===== src/rtl/cached_memops.sv =====
// rtl/cached_memops.sv - write-through direct-mapped one-word-per-line data cache in front of a Wishbone master
// Cachable read hits answer locally; every other access becomes a single pipelined bus transaction.
module cached_memops #(
  parameter int ADDRESS_WIDTH = 28,
  parameter int DW = 32,
  parameter int LGLINES = 6,
  parameter logic [ADDRESS_WIDTH-1:0] MEM_ADDR = {4'b0100, {(ADDRESS_WIDTH-4){1'b0}}},
  parameter logic [ADDRESS_WIDTH-1:0] MEM_MASK = {4'b1111, {(ADDRESS_WIDTH-4){1'b0}}}
) (
  input  logic                     i_clk,
  input  logic                     i_reset,
  input  logic                     i_clear,
  input  logic                     i_stb,
  input  logic                     i_we,
  input  logic [ADDRESS_WIDTH-1:0] i_addr,
  input  logic [DW-1:0]            i_data,
  input  logic [DW/8-1:0]          i_sel,
  output logic                     o_busy,
  output logic                     o_valid,
  output logic [DW-1:0]            o_data,
  output logic                     o_err,
  output logic                     o_wb_cyc,
  output logic                     o_wb_stb,
  output logic                     o_wb_we,
  output logic [ADDRESS_WIDTH-1:0] o_wb_addr,
  output logic [DW-1:0]            o_wb_data,
  output logic [DW/8-1:0]          o_wb_sel,
  input  logic                     i_wb_stall,
  input  logic                     i_wb_ack,
  input  logic                     i_wb_err,
  input  logic [DW-1:0]            i_wb_data
);

  localparam int AW    = ADDRESS_WIDTH;
  localparam int SW    = DW / 8;
  localparam int TW    = AW - LGLINES;
  localparam int LINES = 1 << LGLINES;

  localparam logic [1:0] ST_IDLE   = 2'd0;
  localparam logic [1:0] ST_BUS_RD = 2'd1;
  localparam logic [1:0] ST_BUS_WR = 2'd2;

  function automatic logic is_cachable(input logic [AW-1:0] a);
    return (MEM_ADDR != '0) && ((a & MEM_MASK) == MEM_ADDR);
  endfunction

  logic [1:0]       state_q, state_d;
  logic [AW-1:0]    addr_q, addr_d;
  logic [DW-1:0]    wdata_q, wdata_d;
  logic [SW-1:0]    sel_q, sel_d;
  logic             we_q, we_d;
  logic             cyc_q, cyc_d;
  logic             stb_q, stb_d;
  logic             cachable_q, cachable_d;
  logic             clear_seen_q, clear_seen_d;
  logic             rvalid_q, rvalid_d;
  logic [DW-1:0]    rdata_q, rdata_d;
  logic             err_q, err_d;

  logic [LINES-1:0] valid_q;
  logic [TW-1:0]    tag_mem  [LINES];
  logic [DW-1:0]    data_mem [LINES];

  logic [LGLINES-1:0] req_idx, bus_idx;
  logic [TW-1:0]      req_tag, bus_tag;
  logic               req_cachable, req_hit, bus_line_match;
  logic               fill_en, merge_en, inval_en;

  assign req_idx      = i_addr[LGLINES-1:0];
  assign req_tag      = i_addr[AW-1:LGLINES];
  assign req_cachable = is_cachable(i_addr);
  assign req_hit      = req_cachable && valid_q[req_idx] && (tag_mem[req_idx] == req_tag);

  // Bus-side line lookup uses the latched address of the outstanding transaction.
  assign bus_idx        = addr_q[LGLINES-1:0];
  assign bus_tag        = addr_q[AW-1:LGLINES];
  assign bus_line_match = valid_q[bus_idx] && (tag_mem[bus_idx] == bus_tag);

  always_comb begin
    state_d      = state_q;
    addr_d       = addr_q;
    wdata_d      = wdata_q;
    sel_d        = sel_q;
    we_d         = we_q;
    cyc_d        = cyc_q;
    stb_d        = stb_q;
    cachable_d   = cachable_q;
    clear_seen_d = clear_seen_q;
    rvalid_d     = 1'b0;
    rdata_d      = rdata_q;
    err_d        = 1'b0;
    fill_en      = 1'b0;
    merge_en     = 1'b0;
    inval_en     = 1'b0;

    case (state_q)
      ST_IDLE: begin
        if (i_stb) begin
          if (!i_we && req_hit) begin
            rvalid_d = 1'b1;
            rdata_d  = data_mem[req_idx];
          end else begin
            addr_d       = i_addr;
            we_d         = i_we;
            cyc_d        = 1'b1;
            stb_d        = 1'b1;
            cachable_d   = req_cachable && !i_we;
            clear_seen_d = 1'b0;
            if (i_we) begin
              wdata_d = i_data;
              sel_d   = i_sel;
              state_d = ST_BUS_WR;
            end else begin
              sel_d   = '1;
              state_d = ST_BUS_RD;
            end
          end
        end
      end

      ST_BUS_RD, ST_BUS_WR: begin
        if (stb_q && !i_wb_stall)
          stb_d = 1'b0;
        if (i_clear)
          clear_seen_d = 1'b1;
        if (i_wb_err) begin
          err_d    = 1'b1;
          cyc_d    = 1'b0;
          stb_d    = 1'b0;
          state_d  = ST_IDLE;
          inval_en = (state_q == ST_BUS_WR);
        end else if (i_wb_ack) begin
          cyc_d   = 1'b0;
          stb_d   = 1'b0;
          state_d = ST_IDLE;
          if (state_q == ST_BUS_RD) begin
            rvalid_d = 1'b1;
            rdata_d  = i_wb_data;
            fill_en  = cachable_q && !clear_seen_q && !i_clear;
          end else begin
            merge_en = 1'b1;
          end
        end
      end

      default: begin
        cyc_d   = 1'b0;
        stb_d   = 1'b0;
        state_d = ST_IDLE;
      end
    endcase
  end

  always_ff @(posedge i_clk) begin
    if (i_reset) begin
      state_q      <= ST_IDLE;
      addr_q       <= '0;
      wdata_q      <= '0;
      sel_q        <= '0;
      we_q         <= 1'b0;
      cyc_q        <= 1'b0;
      stb_q        <= 1'b0;
      cachable_q   <= 1'b0;
      clear_seen_q <= 1'b0;
      rvalid_q     <= 1'b0;
      rdata_q      <= '0;
      err_q        <= 1'b0;
    end else begin
      state_q      <= state_d;
      addr_q       <= addr_d;
      wdata_q      <= wdata_d;
      sel_q        <= sel_d;
      we_q         <= we_d;
      cyc_q        <= cyc_d;
      stb_q        <= stb_d;
      cachable_q   <= cachable_d;
      clear_seen_q <= clear_seen_d;
      rvalid_q     <= rvalid_d;
      rdata_q      <= rdata_d;
      err_q        <= err_d;
    end
  end

  // A clear on the fill cycle wins: fill_en is already suppressed by i_clear.
  always_ff @(posedge i_clk) begin
    if (i_reset || i_clear) begin
      valid_q <= '0;
    end else begin
      if (fill_en)
        valid_q[bus_idx] <= 1'b1;
      if (inval_en && bus_line_match)
        valid_q[bus_idx] <= 1'b0;
    end
  end

  always_ff @(posedge i_clk) begin
    if (fill_en) begin
      tag_mem[bus_idx]  <= bus_tag;
      data_mem[bus_idx] <= i_wb_data;
    end else if (merge_en && bus_line_match) begin
      for (int b = 0; b < SW; b++)
        if (sel_q[b])
          data_mem[bus_idx][8*b +: 8] <= wdata_q[8*b +: 8];
    end
  end

  assign o_busy    = (state_q != ST_IDLE);
  assign o_valid   = rvalid_q;
  assign o_data    = rdata_q;
  assign o_err     = err_q;
  assign o_wb_cyc  = cyc_q;
  assign o_wb_stb  = stb_q;
  assign o_wb_we   = we_q;
  assign o_wb_addr = addr_q;
  assign o_wb_data = wdata_q;
  assign o_wb_sel  = sel_q;

endmodule


===== config.mk =====
export PLATFORM = sky130hd
export DESIGN_NAME = cached_memops
export DESIGN_NICKNAME = d
export VERILOG_FILES = /design/src/rtl/cached_memops.sv
export SDC_FILE = /design/constraint.sdc
export NUM_CORES = 2
export LEC_CHECK = 0
export CORE_ASPECT_RATIO = 1.4
export CORE_MARGIN = 2
export CORE_UTILIZATION = 55
export CTS_CLUSTER_DIAMETER = 200
export DETAILED_ROUTE_END_ITERATION = 10
export PLACE_DENSITY_LB_ADDON = 0.05
export RECOVER_POWER = 50
export SLEW_MARGIN = 20
export SYNTH_ARGS = -nofsm -noshare
export SYNTH_HDL_FRONTEND = slang
export SYNTH_SLANG_ARGS = --single-unit

===== constraint.sdc =====
create_clock -name i_clk -period 5.4 [get_ports i_clk]
set_clock_uncertainty 0.15 [all_clocks]
set_input_delay 1.08 -clock i_clk [delete_from_list [all_inputs] [get_ports i_clk]]
set_output_delay 1.08 -clock i_clk [all_outputs]
set_load 0.01 [all_outputs]

After elaboration in Yosys (flattened, before gate mapping)
Memory sizes are Yosys's and may differ from the RTL's. A register that Yosys moved wholly into a read port is not among the register bits.
Index checks and enable logic that the tools add are counted.
{ "word_totals": {"reg_bits": 169, "latchBits": 0, "ramBits": 3456, "mem_bits_ro": 0, "word_cells": 144, "memories": 2} }
{ "op_classes": {"n_addsub": 0, "mul": 0, "div": 0, "n_lt_le_gt_ge": 3, "eq_ne": 14, "n_shift": 0, "mux": 76, "bitwise_logic": 9, "n_reduce_logical": 27} }
{ "mem_list": {"columns": ["name", "words", "word_bits", "rd", "rd_ports_with_merged_regs", "wr", "line_no", "source"], "rows": [
  ["data_mem", 64, 32, 1, 0, 1, "62", "logic [DW-1:0] data_mem [LINES];"],
  ["tag_mem", 64, 22, 2, 1, 1, "61", "logic [TW-1:0] tag_mem [LINES];"]
]} }
{ "ops": {"columns": ["operator", "count"], "rows": [
  ["two-way mux 64 bit", 3],
  ["two-way mux 32 bit", 5],
  ["AND 64 bit", 1],
  ["inverter 64 bit", 1],
  ["OR 64 bit", 1],
  ["one-hot mux 32 bit (2 select lines)", 1],
  ["two-way mux 1 bit", 47],
  ["equality test 22 bit", 2],
  ["two-way mux 8 bit", 4],
  ["less-than comparator 6 x 7 -> 1 bit, second input constant", 2],
  ["inequality test 2 bit, second input constant", 7],
  ["binary-select mux 1 bit (select 6 bit)", 2],
  ["two-way mux 6 bit", 2],
  ["logical AND 1 bit", 11],
  ["two-way mux 2 bit", 5],
  ["AND reduction 3 bit", 3],
  ["one-hot mux 1 bit (2 select lines)", 4],
  ["AND reduction 4 bit", 2],
  ["demux 1 bit (select 6 bit)", 1],
  [">= comparator 6 x 1 -> 1 bit, second input constant", 1],
  ["AND reduction 6 bit", 1],
  ["equality test 4 x 3 -> 1 bit, second input constant", 1],
  ["logical NOT 1 bit", 4],
  ["two-way mux 4 bit", 1],
  ["11 further kinds", 17]
]} }

Depth between registers and ports, before layout
{ "logic_depth": {"ltp_word": 11, "depth_mapped": 19} }

Worst setup path after synthesis
Ideal clock, no wire load.
{ "synth_timing": {"kind": "input to register", "from": "input port i_addr[0]", "to": "register rdata_q[13], in the netlist o_data[13]", "setup_ns": 0.134, "arrival_ns": 4.927, "t_required_ns": 5.116, "path_slack_ns": 0.189, "path_stages": 15, "path_cell_list": "buf_2 -> buf_4 -> buf_4 -> buf_4 -> buf_4 -> buf_2 -> buf_2 -> buf_2 -> clkbuf_1 -> buf_2 -> mux4_2 -> mux4_2 -> mux4_2 -> mux2i_1 -> a211oi_1"} }
{ "synth_between": {"elab_chain_len": 7} }
{ "synth_lines": {"columns": ["item", "line_no", "source"], "rows": [
  ["start: declaration", "15", "input logic [ADDRESS_WIDTH-1:0] i_addr,"],
  ["branches (longest 7 deep; another with memory (64 x 22 bit))", null, null],
  ["end signal: assignment", "179", "rdata_q <= rdata_d;"],
  ["end: declaration", "57", "logic [DW-1:0] rdata_q, rdata_d;"]
]} }
Several ways; the timed one is not identified. The select of a mux whose other input is x is not followed.
A chain may end at the register's enable or synchronous reset.

Final worst setup path
{ "layout_timing": {"from": "register addr_q[2], in the netlist o_wb_addr[2]", "to": "memory tag_mem[24][20] (netlist name) (enable)"} }
{ "layout_lines": {"columns": ["item", "line_no", "source"], "rows": [
  ["start: declaration", "48", "logic [AW-1:0] addr_q, addr_d;"],
  ["start signal: assignment", "170", "addr_q <= addr_d;"],
  ["end: declaration", "61", null]
]} }
No word-level cell before the write port.

==> metrics.md <==
| Metric | Value |
|---|---|
| H-Tree Depth | 5 |
| # rows | 229 |
| Root cell of the clock tree | clkbuf_16 |
| Failing checks | capacitance limit, slew limit, setup timing |
| P&R area growth vs syn | 15.11% |
| Die Wd | 450.8 um |
| R2R Setup Slk | -190 ps |
| CP Capture Type | flop |
| Clk_lat worst skew | 930 ps |
| Worst-path cell with the longest stage delay | nor2_1 |
| FILL cells | 19280 |
| First-pass iteration count of the detailed router | 8 |
| Main area contributors after synthesis | edfxtp_1, mux4_2, mux2i_1 |
| Gr usage total | 36.92% |
| CP startpoint kind | flop |
| Initial DRC count | 12530 |
| Worst reg2reg path depth | 7 |
| Leading area contributor after synthesis | edfxtp_1 |
| Count of final max-slew check failures | 1738 |
| Die area | 283800 um2 |
| Vias in the first global route | 88130 |
| Pleak | 57.80 nW |
| Hold_buf cts | 0 |
| Total number of vias | 87310 |
| IO Count | 206 |
| ANT nets after route | 0 |
| Setup ws final | -188.4 ps |
| Final setup fails | 50 |
| Most numerous cell in the Yosys netlist | edfxtp_1 |
| CP top delay family | simple AND/OR/NAND/NOR gates |
| Worst path cell trace | clkbuf_1, or2_2, nor2_1, buf_4, nand2_1, nor2_1, buf_4 |
| Area of placed instances | 167100 um2 |
| Reg area | 107300 um2 |
| Min Tclk post-route | 5588 ps |
| Cell area after layout | 176900 um2 |
| Die H | 629.5 um |
| Layout cells sized above 1 | 31.80% |
| Status | finished, violations left |
| Dpl hpwl | 337.3 mm |
| RSZ-0062 raised after global routing | false |
| Clock Sink Count | 3631 |
| Multi-input gate area | 44190 um2 |
| CP arrival | 6010 ps |
| WP data required | 5820 ps |
| GR Overflow Total | 0 |
| Largest stage delay, worst path | 1960 ps |
| Fin Hold WS | 323.4 ps |
| Syn Area/Cell | 20.10 um2 |
| Core Area | 277900 um2 |
| Register bit total from synthesis | 3631 |
| Relative slew slack | -90.89% |
| PwrDens | 343.5 nW/um2 |
| Placed insts | 11820 |
| WHS Endpoint | o_wb_data[29]$_SDFFE_PP0P_ |
| Kind of critical path | flop to flop |
| Yosys top cell area share | 67.52% |
| Clk pin slew, worst setup/hold paths | 60 ps |
| Ys async rst share | 0% |
| Post-synth EDFFs | 3456 |
| Inserted Clock Buffers | 348 |
| Pin count of the biggest net entering global routing | 109 |
| DRC viols | 0 |
| YS warnings | 0 |
| Maximum capacitance violations | 66 |
| Origin of the worst min-delay path | o_wb_data[29]$_SDFFE_PP0P_ |
| Yosys cell types | 80 |
| Antenna violations before repair | 26 |
| Dominant synthesized flop cell | edfxtp_1 |
| Reg-to-reg startpoint | o_wb_addr[2]$_SDFFE_PP0P_ |
| Netlist Area Pre-Place | 153700 um2 |
| Final Power | 60.76 mW |
| Setup slack after placement | -264.1 ps |
| FF-to-FF End | tag_mem[24][20]$_DFFE_PP_ |
| FMAX | 0.1789 GHz |
| First-pass GRT wire length | 715.5 mm |
| Final non-filler cell total | 12460 |
| Slew of the pin with the lowest slew margin | 2863 ps |
| Initial Util | 55.30% |
| Vias per cell | 7.009 |
| Register area share after synthesis | 69.80% |
| # port buffers | 205 |
| Hold path depth | 2 |
| WL final | 521.7 mm |
| CTS tree | built |
| Cell count after synthesis | 7648 |
| Max VDD drop | 0.2966 mV |
| Max FO, Critical Path | 18 |
| Final #Nets | 8580 |
| Synth top cells by count | edfxtp_1, mux4_2, nor2_1 |
| Routability cong. | 0.9717 |
| Final hold viol count | 0 |
| WP buf/inv | 3 |
| Drt wl/cell | 41.89 um |
| Clock Path Buffers | 4 |
| Part of the cycle the worst path needs | 103.5% |
| Mapped Nets | 7756 |
| Worst hold path type | flop to flop |
## kinds of logic after synthesis
logic type                 Yosys count  synth area share, %
DFF                               3631                69.80
muxes                             1782                22.55
and+or+nand+nor                    950                2.769
AOI/OAI and AO/OA                  679                2.971
buffers and inverters              563                1.657
xor gates and xnor gates            39               0.2222
adders and majority gates            4              0.03256
## tightest hold or removal path, cell delays in order, from the launching register on
cell and delay, ps:
dfxtp_1 320, nand2_1 50, a21oi_1 50
## how the worst max path moves through the flow
stage / end / slack, ps / from / cells after the start
6_report: tag_mem[24][20]$_DFFE_PP_ / -190 / o_wb_addr[2]$_SDFFE_PP0P_ / 7
5_1_grt: data_mem[61][20]$_DFFE_PP_ / 10 / flop / 16
4_1_cts: data_mem[32][8]$_DFFE_PP_ / 60 / flop / 15
3_3_place_gp: o_data[30]$_SDFFE_PP0P_ / -240 / i_addr[1] / 15
2_1_floorplan: o_data[13]$_SDFFE_PP0P_ / 190 / i_addr[0] / 15
3_5_place_dp: o_data[0]$_SDFFE_PP0P_ / -260 / i_addr[1] / 16
## layout by cell type, fill, tap and decap left out, types with 81 or more instances in the layout
cell	instances
edfxtp_1	3456
mux4_2	1337
buf_4	503
mux2i_1	376
nor2_1	366
clkbuf_16	363
nand2_1	264
dfxtp_1	169
clkbuf_2	136
buf_12	126
o21ai_0	124
a21oi_1	121
a22oi_1	120
dlygate4sd3_1	102
clkdlybuf4s50_1	96
clkbuf_1	92
nand3_1	87
a211oi_1	81
## routing by layer
layer  global-route usage (%)  up-vias  wire length, um
met5                        0        -              188
met3                    7.443     1626            50150
met4                    25.19       24            46270
met1                    45.08    46020           172900
li1                         -    33960                -
met2                    59.73     5682           252200
## registers in the layout, summed over array words and instances (netlist names), named ones only
| register | flops |
|---|---|
| cachable_q | 1 |
| o_wb_sel | 4 |
| o_wb_data | 32 |
| o_wb_stb | 1 |
| valid_q | 64 |
| o_err | 1 |
| state_q | 2 |
| clear_seen_q | 1 |
| o_data | 32 |
| data_mem | 2048 |
| o_wb_addr | 28 |
| o_valid | 1 |
| o_wb_cyc | 1 |
| o_wb_we | 1 |
| tag_mem | 1408 |
## report_power, final
group / leakage [nW] / switching [mW] / total [mW] / internal [mW]
combinational: 18.9 / 2.92 / 4.89 / 1.97
clock: 5.57 / 10.6 / 24.8 / 14.3
sequential: 33.4 / 0.118 / 31.0 / 30.9
total: 57.8 / 13.6 / 60.8 / 47.2
## what timing repair did
item,in CTS,in global routing
buffers inserted,0,0
setup endpoints to repair,0,3645
resized for setup,0,4
endpoints found under the hold margin,0,0
## area by class of cell
class                           count  area share [%]
Clock inverter                    187           1.107
Sequential cell                  3631           60.65
Timing Repair Buffer             1009           5.255
Antenna cell                       14         0.01980
Inverter                           28         0.06365
Multi-Input combinational cell   3454           24.97
Tap cell                         3696           2.614
Clock buffer                      437           5.320
## per-stage QoR
step / TNS [ps] / util (%)
final: -5533 / 63.66
after global routing: 0 / 63.65
after CTS: 0 / 64.22
after detailed placement: -10590 / 60.13
after global placement: -10270 / 60.12
after floorplan: 0 / -
(Power assumes the default switching activity.)
